**config.mk**
```make
export PLATFORM = sky130hd
export DESIGN_NAME = frost32_mem_bridge
export DESIGN_NICKNAME = d
export VERILOG_FILES = /design/src/rtl/frost32_cpu_pkg.sv /design/src/rtl/frost32_mem_bridge_pkg.sv /design/src/rtl/frost32_mem_rd_tracker.sv /design/src/rtl/frost32_mem_bridge.sv
export SDC_FILE = /design/constraint.sdc
export NUM_CORES = 1
export LEC_CHECK = 0
export CAP_MARGIN = 20
export CORE_ASPECT_RATIO = 0.8
export CORE_MARGIN = 4
export CORE_UTILIZATION = 40
export CTS_CLUSTER_DIAMETER = 200
export DETAILED_ROUTE_END_ITERATION = 8
export DONT_BUFFER_PORTS = 1
export PLACE_DENSITY = 0.62
export SYNTH_ARGS = -nofsm -noshare
export SYNTH_HDL_FRONTEND = slang
export SYNTH_SLANG_ARGS = --single-unit
```
**constraint.sdc**
```tcl
create_clock -name clk -period 2.9 [get_ports clk]
set_input_delay 0.58 -clock clk [delete_from_list [all_inputs] [get_ports clk]]
set_output_delay 0.58 -clock clk [all_outputs]
set_load 0.05 [all_outputs]
```
**src/rtl/frost32_cpu_pkg.sv**
```systemverilog
// Frost32Cpu memory-port access enums shared by the CPU and its memory bridge.
package PkgFrost32Cpu;
    typedef enum logic {
        DiatRead  = 1'b0,
        DiatWrite = 1'b1
    } DataInoutAccessType;

    typedef enum logic [1:0] {
        Dias8  = 2'b00,
        Dias16 = 2'b01,
        Dias32 = 2'b10
    } DataInoutAccessSize;
endpackage

```
**src/rtl/frost32_mem_bridge_pkg.sv**
```systemverilog
// Bridge FSM states, read-latency tracker width and access-size decoding.
package PkgFrost32MemBridge;
    import PkgFrost32Cpu::*;

    typedef enum logic [1:0] {
        StIdle,
        StIssue,
        StDrain,
        StDone
    } state_t;

    // Widest read-latency shift register; MEM_RD_LATENCY must not exceed it.
    localparam int LAT_SR_W = 3;

    // Byte count of an access; the unused encoding 2'b11 behaves as a word.
    function automatic logic [2:0] size_to_n(input logic [1:0] sz);
        case (sz)
            Dias8:   return 3'd1;
            Dias16:  return 3'd2;
            default: return 3'd4;
        endcase
    endfunction
endpackage

```
**src/rtl/frost32_mem_rd_tracker.sv**
```systemverilog
// Flags the cycle a read byte returns (LATENCY cycles after i_re) and counts captures.
// Registered flag, no backpressure; i_clr restarts the capture count.
module frost32_mem_rd_tracker
    import PkgFrost32MemBridge::*;
#(
    parameter int LATENCY = 1
) (
    input  logic       clk,
    input  logic       rst_n,
    input  logic       i_clr,
    input  logic       i_re,
    output logic       o_vld,
    output logic [2:0] o_cnt
);
    logic [LAT_SR_W-1:0] r_sr;
    logic [LAT_SR_W-1:0] w_sr_nxt;
    logic [2:0]          r_cnt;

    // Enter at bit LATENCY-1 and drain toward bit 0, so bit 0 marks the return cycle.
    always_comb begin
        w_sr_nxt              = r_sr >> 1;
        w_sr_nxt[LATENCY-1]   = i_re;
    end

    always_ff @(posedge clk or negedge rst_n) begin
        if (!rst_n) begin
            r_sr  <= '0;
            r_cnt <= 3'd0;
        end else begin
            r_sr <= w_sr_nxt;
            if (i_clr)
                r_cnt <= 3'd0;
            else if (o_vld)
                r_cnt <= r_cnt + 3'd1;
        end
    end

    assign o_vld = r_sr[0];
    assign o_cnt = r_cnt;
endmodule

```
**src/rtl/frost32_mem_bridge.sv**
```systemverilog
// Runs one 8/16/32-bit CPU access as big-endian byte cycles on a byte RAM; CPU stalls on cpu_busy.
// Optional FROST32_MEM_BRIDGE_ALIGN_CHECK_EN faults misaligned accesses without touching RAM.
module frost32_mem_bridge
    import PkgFrost32Cpu::*;
    import PkgFrost32MemBridge::*;
#(
    parameter int ADDR_WIDTH     = 16,
    parameter int MEM_RD_LATENCY = 1
) (
    input  logic                  clk,
    input  logic                  rst_n,
    input  logic                  cpu_req,
    input  logic [31:0]           cpu_addr,
    input  logic [31:0]           cpu_wdata,
    input  logic                  cpu_access_type,
    input  logic [1:0]            cpu_access_size,
    output logic [31:0]           cpu_rdata,
    output logic                  cpu_busy,
    output logic                  cpu_done,
    output logic [ADDR_WIDTH-1:0] mem_addr,
    output logic [7:0]            mem_wdata,
    output logic                  mem_we,
    output logic                  mem_re,
    input  logic [7:0]            mem_rdata,
    output logic                  cpu_fault
);
    state_t                r_state;
    state_t                w_state_nxt;
    logic [ADDR_WIDTH-1:0] r_addr;
    logic [31:0]           r_wsh;
    logic [23:0]           r_acc;
    logic [31:0]           r_rdata;
    logic                  r_is_wr;
    logic [1:0]            r_idx;
    logic [1:0]            r_last;

    logic [2:0]            w_n;
    logic                  w_accept;
    logic                  w_issue;
    logic                  w_misalign;
    logic [31:0]           w_wsh_init;
    logic [31:0]           w_acc_nxt;
    logic                  w_rd_vld;
    logic [2:0]            w_rd_cnt;
    logic                  w_unused_addr;

    assign w_n           = size_to_n(cpu_access_size);
    assign w_accept      = (r_state == StIdle) && cpu_req;
    assign w_issue       = (r_state == StIssue);
    assign w_acc_nxt     = {r_acc, mem_rdata};
    assign w_unused_addr = ^cpu_addr[31:ADDR_WIDTH];

    // Left-justify write data so the outgoing byte is always r_wsh[31:24].
    always_comb begin
        w_wsh_init = cpu_wdata;
        case (cpu_access_size)
            Dias8:   w_wsh_init = {cpu_wdata[7:0], 24'h0};
            Dias16:  w_wsh_init = {cpu_wdata[15:0], 16'h0};
            default: w_wsh_init = cpu_wdata;
        endcase
    end

    always_comb begin
        w_state_nxt = r_state;
        case (r_state)
            StIdle:  if (cpu_req) w_state_nxt = w_misalign ? StDone : StIssue;
            StIssue: if (r_idx == r_last) w_state_nxt = r_is_wr ? StDone : StDrain;
            StDrain: if (w_rd_vld && (w_rd_cnt == {1'b0, r_last})) w_state_nxt = StDone;
            StDone:  w_state_nxt = StIdle;
            default: w_state_nxt = StIdle;
        endcase
    end

    always_ff @(posedge clk or negedge rst_n) begin
        if (!rst_n) begin
            r_state <= StIdle;
            r_addr  <= '0;
            r_wsh   <= 32'h0;
            r_acc   <= 24'h0;
            r_rdata <= 32'h0;
            r_is_wr <= 1'b0;
            r_idx   <= 2'd0;
            r_last  <= 2'd0;
        end else begin
            r_state <= w_state_nxt;
            if (w_accept) begin
                r_addr  <= cpu_addr[ADDR_WIDTH-1:0];
                r_wsh   <= w_wsh_init;
                r_acc   <= 24'h0;
                r_is_wr <= (cpu_access_type == DiatWrite);
                r_idx   <= 2'd0;
                r_last  <= 2'(w_n - 3'd1);
            end else begin
                if (w_issue) begin
                    r_idx <= r_idx + 2'd1;
                    r_wsh <= {r_wsh[23:0], 8'h00};
                end
                if (w_rd_vld)
                    r_acc <= w_acc_nxt[23:0];
                // Publish the word together with its final byte so DONE sees it.
                if ((r_state == StDrain) && (w_state_nxt == StDone))
                    r_rdata <= w_acc_nxt;
            end
        end
    end

    frost32_mem_rd_tracker #(
        .LATENCY (MEM_RD_LATENCY)
    ) u_rd_tracker (
        .clk   (clk),
        .rst_n (rst_n),
        .i_clr (w_accept),
        .i_re  (mem_re),
        .o_vld (w_rd_vld),
        .o_cnt (w_rd_cnt)
    );

`ifdef FROST32_MEM_BRIDGE_ALIGN_CHECK_EN
    logic r_fault;

    assign w_misalign = ((w_n == 3'd4) && (cpu_addr[1:0] != 2'b00)) ||
                        ((w_n == 3'd2) && cpu_addr[0]);

    always_ff @(posedge clk or negedge rst_n) begin
        if (!rst_n)
            r_fault <= 1'b0;
        else if (w_accept)
            r_fault <= w_misalign;
    end

    assign cpu_fault = (r_state == StDone) && r_fault;
`else
    assign w_misalign = 1'b0;
    assign cpu_fault  = 1'b0;
`endif

    assign cpu_busy  = (r_state != StIdle);
    assign cpu_done  = (r_state == StDone);
    assign cpu_rdata = r_rdata;
    assign mem_we    = w_issue && r_is_wr;
    assign mem_re    = w_issue && !r_is_wr;
    assign mem_addr  = w_issue ? (r_addr + ADDR_WIDTH'(r_idx)) : '0;
    assign mem_wdata = mem_we ? r_wsh[31:24] : 8'h00;
endmodule
```
==> summary.txt, run 1 <==
Logic synthesis
  • Post-synthesis sequential area ratio: between 50% and 60%
  • Main combinational cell family by area after synthesis: simple AND/OR/NAND/NOR gates
  • Number of flops mapped to enable cells by yosys: 0
  • XOR/XNOR Fraction of Synth Area: 2.71%
  • Cell variety after synth: 40
  • Number of synthesized register bits: 115
  • Warnings from Yosys: 0
  • Simple-gate share of the synthesized area: 17.8%
  • FFs w/ async S/R, synth: 100%
  • Mapped Area: between 5000 and 6000 um^2
  • Mean Syn Cell Area: about 11 um^2
  • Area share of fa/ha/maj cells after synthesis: 1.27%
  • Syn Inst Count: 512
  • Proportion of synthesized area in mux cells: 14.9%
  • Net count after synthesis: slightly below 600
  • Dominant synthesized flop cell: dfrtp_1
  • Compound-Gate Fraction of Synth Area: slightly below 8%

Critical path
  • Crit path capture type: primary output
  • Peak fanout along the critical path: 6
  • CP max stage cell: fa_1
  • Max incr delay on CP: 0.40 ns
  • CP Launch Type: flip-flop
  • Reg-to-Reg Start: r_state[0]$_DFF_PN0_
  • Kind of critical path: reg2out
  • Worst EP arrival: 2.20 ns
  • Critical-path cell list: ha_1 > fa_1 > and2_4 > and3_1 > xnor2_1 > nor2_1 > buf_6
  • Data required, critical path: around 2.3 ns
  • Worst path top cell family by delay: adder cells
  • CP Buf/Inv Count: 1
  • Crit path launch: r_idx[0]$_DFFE_PN0P_

Floorplan
  • Core footprint: 13500 um^2
  • Rows: 38
  • Die Ht: about 110 um
  • Starting Density: 40.7%
  • Die ar.: 15700 um^2
  • # IOs: about 140
  • Die X: between 100 and 150 um

Clock tree
  • CTS sink count: between 100 and 150
  • H-Tree Depth: 4
  • CTS buffer count: 17
  • CTS tree: built
  • Clock buffer depth: 2
  • Worst-path clk slew: 0.05 ns
  • Clock Latency Late Sink: roughly 0.40 ns
  • Root buffer cell: clkbuf_16

Timing
  • Setup slack after layout: ~0.12 ns
  • # setup viols final: 0
  • Fmax: 359 MHz
  • Endpoints failing hold: approximately 120
  • RSZ-0062 raised after global routing: no
  • Min Tclk post-route: 2.78 ns
  • Worst hold slack: -0.131 ns
  • Layout Skew: 0.00540 ns
  • Max-slew headroom: 51.2%
  • Tightest Pin Transition: 0.731 ns
  • Tcrit/Tclk final: 95.9%
  • Fin. max-slew vios: 0
  • Setup TNS: 0 ns

Place
  • Setup Slack @ Placement: 0.368 ns
  • Gpl congestion: 0.860
  • Placed Instances: 689
  • Hpwl dp: 8.92 mm
  • PortBufs: 0
  • DP Area: 5790 um^2

Cells and area
  • Antenna Cells: 0
  • Nets: 612
  • Number of fill cells: 1251
  • Register Area: around 2900 um^2
  • Layout cells sized above 1: 21.1%
  • Multi-input logic area: 2470 um^2
  • Final cell count without fillers: 721
  • Area Overhead vs Synth: 15.6%
  • Final design utilization: a little under half
  • Design Area, Final: 6360 um^2

GRT
  • First-pass GRT wire length: 21.8 mm
  • Antenna violations before repair: 0
  • Vias in the first global route: between 4k and 5k
  • Grt ovf: 0
  • Largest net degree at the start of global routing: 116
  • Total GRT Usage: 17.4%

Drt
  • Post-route ant nets: 0
  • Drt total wl: 13.2 mm
  • Iteration-0 DRC Markers: around 240
  • First-pass DRT Iterations: 4
  • Via density: about 5.4
  • Drc violations: 0
  • Vias: 3900
  • Post-DR wirelength/cell: approximately 18 um

Pwr
  • Pwr/cell area: 1240 nW/um^2
  • Comb pwr share: 32.6%
  • Int Power: 4.48 mW
  • P_sw: 3.40 mW
  • Max VDD drop: between 0.0006 and 0.0007 V
  • Clock power share: 24.3%
  • Switch share: 43.2%
  • Power Total: 7.88 mW
  • Lkg Pwr: 3.09 nW
  • Flop pwr share: 43.1%

Run
  • Max-cap violations: 0

Min path
  • Class of the tightest hold or removal check: in2async

Outcome
  • Status: finished with violations
  • Violated checks: negative hold slack
[path summary, 6_finish.rpt]
path / cells after the start / end / slack, ns
max: 7 / mem_addr[10] / 0.12
min: 0 / cpu_rdata[28]$_DFFE_PN0P_ / -0.13
max reg2reg: 6 / r_wsh[9]$_DFFE_PN0P_ / 0.85
min reg2reg: 2 / r_wsh[14]$_DFFE_PN0P_ / 0.49
max in group asynchronous: 0 / r_wsh[24]$_DFFE_PN0P_ / 2.88
min in group clk: 2 / r_addr[6]$_DFFE_PN0P_ / 0.28
[routing by layer]
metal	vias up	wire (um)	GRT usage (%)
met2	157	5960	25.8
met5	-	0	0
met3	23	1180	7.35
met1	1915	5840	22.8
li1	1805	-	-
met4	0	215	6.45
[Yosys cell counts (2+ instances only)]
cell | instances | area share, %
and3_1 | 10 | 1.1
and2_1 | 6 | 0.68
o21ai_0 | 20 | 1.8
nand4_1 | 4 | 0.45
xor2_1 | 7 | 1.1
mux2i_1 | 26 | 4.7
a32oi_1 | 4 | 0.64
nand3_1 | 19 | 1.7
nor2_1 | 43 | 2.9
ha_1 | 4 | 0.91
nor3b_2 | 2 | 0.45
a31o_2 | 2 | 0.32
buf_2 | 10 | 0.91
nand2_1 | 96 | 6.6
buf_6 | 3 | 0.61
and4_1 | 3 | 0.48
buf_4 | 2 | 0.27
mux2_4 | 29 | 7.9
or2_2 | 2 | 0.23
clkbuf_1 | 18 | 1.2
a22oi_1 | 28 | 3.8
nand2b_1 | 4 | 0.45
dfrtp_1 | 115 | 52
xnor2_1 | 10 | 1.6
mux2_2 | 11 | 2.3
a21oi_1 | 11 | 1.0
nor2b_1 | 10 | 1.1
[logic make-up (layout without fill, tap and decap cells)]
| group | count (synthesis) | count (layout) |
|---|---|---|
| and+or+nand+nor | 208 | 208 |
| DFF | 115 | 115 |
| other | 1 | 1 |
| xor gates and xnor gates | 17 | 17 |
| muxes | 66 | 66 |
| buffers and inverters | 33 | 62 |
| adders and majority gates | 5 | 5 |
| AOI/OAI and AO/OA | 67 | 67 |
[cells in the final DEF, fill, tap and decap left out, types with 2 or more instances in the layout]
cell type   instances
and4_1              3
nand2b_1            4
clkbuf_1            2
nand4_1             4
buf_4              30
and3_1             10
mux2_2             11
and2_1              6
or2_2               2
nand3_1            19
clkinv_2            5
clkbuf_16          17
nand2_1            96
nor2_1             43
mux2_4             29
ha_1                4
xnor2_1            10
clkinvlp_4          4
a31o_2              2
a21oi_1            11
xor2_1              7
nor3b_4             2
nor2b_1             9
clkbuf_8            2
a32oi_1             4
mux2i_1            26
o21ai_0            20
a22oi_1            28
dfrtp_1           114
[timing repair]
item,4_1_cts,5_1_grt
hold endpoints to repair,115,115
pin swaps,0,1
cloned,0,0
setup buffers,1,0
gates resized for setup,3,3
endpoints found under the setup margin,2,4
[area by class of cell]
type	instances	area share [%]
Multi-Input combinational cell	364	38.9
Timing Repair Buffer	31	3.72
Sequential cell	115	45.3
Clock buffer	21	7.24
Tap cell	180	3.54
Clock inverter	10	1.34
[registers in the layout, indices dropped and copies added (netlist names)]
name / flops
r_acc: 24
r_state: 2
u_rd_tracker.o_cnt: 3
u_rd_tracker.r_sr: 1
cpu_rdata: 32
r_addr: 16
r_wsh: 32
r_last: 2
r_idx: 2
r_is_wr: 1
[power groups by stage]
stage,registers (mW),logic (mW),clock network (mW)
finish,3.40,2.57,1.92
global route,3.50,2.82,2.06
CTS,3.40,2.58,1.97
detailed placement,3.43,2.55,0
global placement,3.40,2.48,0
floorplan,3.22,2.06,0
No activity file was read; power rests on OpenSTA's default activity.
==> run 2: changes to the inputs <==
--- a/config.mk
+++ b/config.mk
@@ -5,14 +5,15 @@
 export SDC_FILE = /design/constraint.sdc
 export NUM_CORES = 1
 export LEC_CHECK = 0
-export CAP_MARGIN = 20
+export BUFFER_PORTS_ARGS = -buffer_cell sky130_fd_sc_hd__buf_2
+export CAP_MARGIN = 25
 export CORE_ASPECT_RATIO = 0.8
 export CORE_MARGIN = 4
 export CORE_UTILIZATION = 40
 export CTS_CLUSTER_DIAMETER = 200
 export DETAILED_ROUTE_END_ITERATION = 8
-export DONT_BUFFER_PORTS = 1
-export PLACE_DENSITY = 0.62
+export PLACE_DENSITY = 0.71
 export SYNTH_ARGS = -nofsm -noshare
 export SYNTH_HDL_FRONTEND = slang
 export SYNTH_SLANG_ARGS = --single-unit
+export TNS_END_PERCENT = 5
==> summary.txt, run 2 (synthesis results as in run 1) <==
Timing
  • Max-slew headroom: 51.5% (was 51.2%)
  • Min Tclk post-route: 2.77 ns (was 2.78 ns)
  • Fin. max-slew vios: 0 (unchanged)
  • Tightest Pin Transition: 0.727 ns (was 0.731 ns)
  • Fmax: 361 MHz (was 359 MHz)
  • Setup TNS: 0 ns (unchanged)
  • RSZ-0062 raised after global routing: no (unchanged)
  • Tcrit/Tclk final: 95.4% (was 95.9%)
  • Endpoints failing hold: 0 (was 115)
  • Layout Skew: 0.00545 ns (was 0.00540 ns)
  • # setup viols final: 0 (unchanged)

Pwr
  • Comb pwr share: 40.8% (was 32.6%)
  • Switch share: 42.6% (was 43.2%)
  • Int Power: 4.77 mW (was 4.48 mW)
  • Clock power share: 25.4% (was 24.3%)
  • Pwr/cell area: 1200 nW/um^2 (was 1240 nW/um^2)
  • Max VDD drop: 0.000731 V (was 0.000627 V)
  • P_sw: 3.53 mW (was 3.40 mW)
  • Flop pwr share: 33.7% (was 43.1%)
  • Lkg Pwr: 3.56 nW (was 3.09 nW)

Floorplan
  • # IOs: 139 (unchanged)
  • Die ar.: 15700 um^2 (unchanged)
  • Die X: 139 um (unchanged)
  • Starting Density: 40.7% (unchanged)
  • Core footprint: 13500 um^2 (unchanged)
  • Rows: 38 (unchanged)
  • Die Ht: 113 um (unchanged)

Critical path
  • Reg2reg path depth: 7 (was 6)
  • CP max stage cell: dfrtp_1 (was fa_1)
  • Number of cells on the critical path: 7 (unchanged)
  • Crit path launch: r_idx[1]$_DFFE_PN0P_ (was r_idx[0]$_DFFE_PN0P_)
  • Worst EP arrival: 2.19 ns (was 2.20 ns)
  • Crit path capture type: primary output (unchanged)
  • Worst R2R End: r_wsh[9]$_DFFE_PN0P_ (unchanged)
  • Worst path top cell family by delay: flip-flops (was adder cells)
  • Kind of critical path: reg2out (unchanged)
  • Reg2Reg Setup Slack: 0.80 ns (was 0.85 ns)
  • CP Buf/Inv Count: 2 (was 1)
  • CP Launch Type: flip-flop (unchanged)
  • CP endpoint: mem_addr[13] (was mem_addr[10])
  • Peak fanout along the critical path: 5 (was 6)
  • Max incr delay on CP: 0.46 ns (was 0.40 ns)
  • Reg-to-Reg Start: r_state[0]$_DFF_PN0_ (unchanged)
  • Critical-path cell list: ha_1 > a21oi_2 > nor3b_2 > buf_4 > nand4_1 > mux2i_1 > clkbuf_4 (was ha_1 > fa_1 > and2_4 > and3_1 > xnor2_1 > nor2_1 > buf_6)
  • Data required, critical path: 2.32 ns (about the same)

Cells and area
  • Nets: 715 (was 612)
  • Area Overhead vs Synth: 25.6% (was 15.6%)
  • Antenna Cells: 0 (unchanged)
  • Final design utilization: 51.2% (was 47.1%)
  • Layout cells sized above 1: 34.4% (was 21.1%)
  • Most frequent cells in the layout: buf_2 (117), dfrtp_1 (114), nand2_1 (96) (was dfrtp_1 (114), nand2_1 (96), nor2_1 (43))
  • Final cell count without fillers: 825 (was 721)
  • Commonest non-fill, non-tap cell in the layout: buf_2 (was dfrtp_1)

Clock tree
  • Root buffer cell: clkbuf_16 (unchanged)
  • CTS tree: built (unchanged)
  • CTS sink count: 115 (unchanged)
  • CTS buffer count: 17 (unchanged)
  • Clock Latency Late Sink: 0.41 ns (was 0.40 ns)
  • Clock buffer depth: 2 (unchanged)
  • Worst-path clk slew: 0.05 ns (about the same)
  • H-Tree Depth: 4 (unchanged)
  • Hold Buf Count CTS: 0

Drt
  • Post-DR wirelength/cell: 16.2 um (was 18.3 um)
  • Drt total wl: 13.4 mm (was 13.2 mm)
  • Vias: 4221 (was 3900)
  • Drc violations: 0 (unchanged)
  • Post-route ant nets: 0 (unchanged)
  • First-pass DRT Iterations: 5 (was 4)
  • Iteration-0 DRC Markers: 258 (was 236)
  • Via density: 5.12 (was 5.41)

GRT
  • Total GRT Usage: 17.5% (was 17.4%)
  • First-pass GRT wire length: 22.2 mm (was 21.8 mm)
  • Vias in the first global route: 4401 (was 4023)
  • Antenna violations before repair: 0 (unchanged)
  • Grt ovf: 0 (unchanged)
  • Largest net degree at the start of global routing: 64 (was 116)

Place
  • Gpl congestion: 0.877 (was 0.860)
  • Hpwl dp: 9.12 mm (was 8.92 mm)
  • Placed Instances: 791 (was 689)
  • PortBufs: 121 (was 0)

Run
  • Max-cap violations: 0 (unchanged)

Min path
  • Class of the tightest hold or removal check: in2async (unchanged)

Outcome
  • Status: finished clean (was finished with violations)
==> run 2: changes by cell type in the layout (fill, tap and decap cells not counted), sizes merged <==
cell | before | now
clkbuf | 21 | 20
buf | 31 | 133
bufinv | 1 | 3
inv | 0 | 1
==> run 2: final cells by class <==
type | instances | area [um^2]
fillers | 1215 | 6590
flip-flops and latches | 115 | 2880
multi-input cells | 364 | 2470
repair buffers | 134 | 729
clock buffers | 19 | 443
well taps | 180 | 225
clock inverters | 13 | 158
==> run 2: worst min-delay path by stage <==
stage / start / endpoint / slack [ns] / cells after the start
floorplan: rst_n / cpu_rdata[0]$_DFFE_PN0P_ / 0.28 / 0
global placement: r_addr[0]$_DFFE_PN0P_ / r_addr[0]$_DFFE_PN0P_ / 0.47 / 2
detailed placement: r_addr[0]$_DFFE_PN0P_ / r_addr[0]$_DFFE_PN0P_ / 0.48 / 2
CTS: rst_n / cpu_rdata[30]$_DFFE_PN0P_ / 0.22 / 1
global route: rst_n / cpu_rdata[30]$_DFFE_PN0P_ / 0.25 / 1
finish: rst_n / cpu_rdata[30]$_DFFE_PN0P_ / 0.21 / 1
==> run 2: worst reg2reg max path, stage by stage, from the launching register on <==
cell     delay (ns)
dfrtp_1        0.38
buf_4          0.19
nor2b_2        0.17
buf_4          0.20
buf_4          0.21
nor2_2         0.59
a22oi_1        0.20
nand2_1        0.10
==> run 2: what timing repair did <==
item                       in CTS  in global routing
setup endpoints to repair       6                 10
setup buffers                   2                  0
resized for setup               5                  6
pin swaps                       1                  0
==> run 2: power by group through the flow <==
| stage | registers [mW] | clock network (mW) | logic, mW |
|---|---|---|---|
| floorplan | 3.22 | 0 | 2.06 |
| global placement | 2.77 | 0 | 3.31 |
| detailed placement | 2.81 | 0 | 3.37 |
| CTS | 2.80 | 2.15 | 3.40 |
| global route | 2.90 | 2.24 | 3.68 |
| finish | 2.80 | 2.11 | 3.39 |
==> run 2: routing by layer <==
layer | GRT usage, % | part of all wire, % | up-vias
met3 | 6.21 | 6.9 | 13
met4 | 3.98 | 0.67 | 0
met2 | 27.7 | 47 | 163
met5 | 0 | 0 | -
met1 | 23.5 | 46 | 2039
li1 | - | - | 2006
==> run 2: stage by stage <==
step | power, mW | worst slack, ns | hold WS (ns) | cell area [um^2]
after floorplan | 5.28 | 0.183 | 0.284 | 5500
after global placement | 6.07 | 0.331 | 0.469 | 6270
after detailed placement | 6.18 | 0.342 | 0.478 | 6270
after CTS | 8.34 | 0.00251 | 0.220 | 6900
after global routing | 8.81 | 0.00142 | 0.254 | 6910
final | 8.30 | 0.132 | 0.212 | 6910
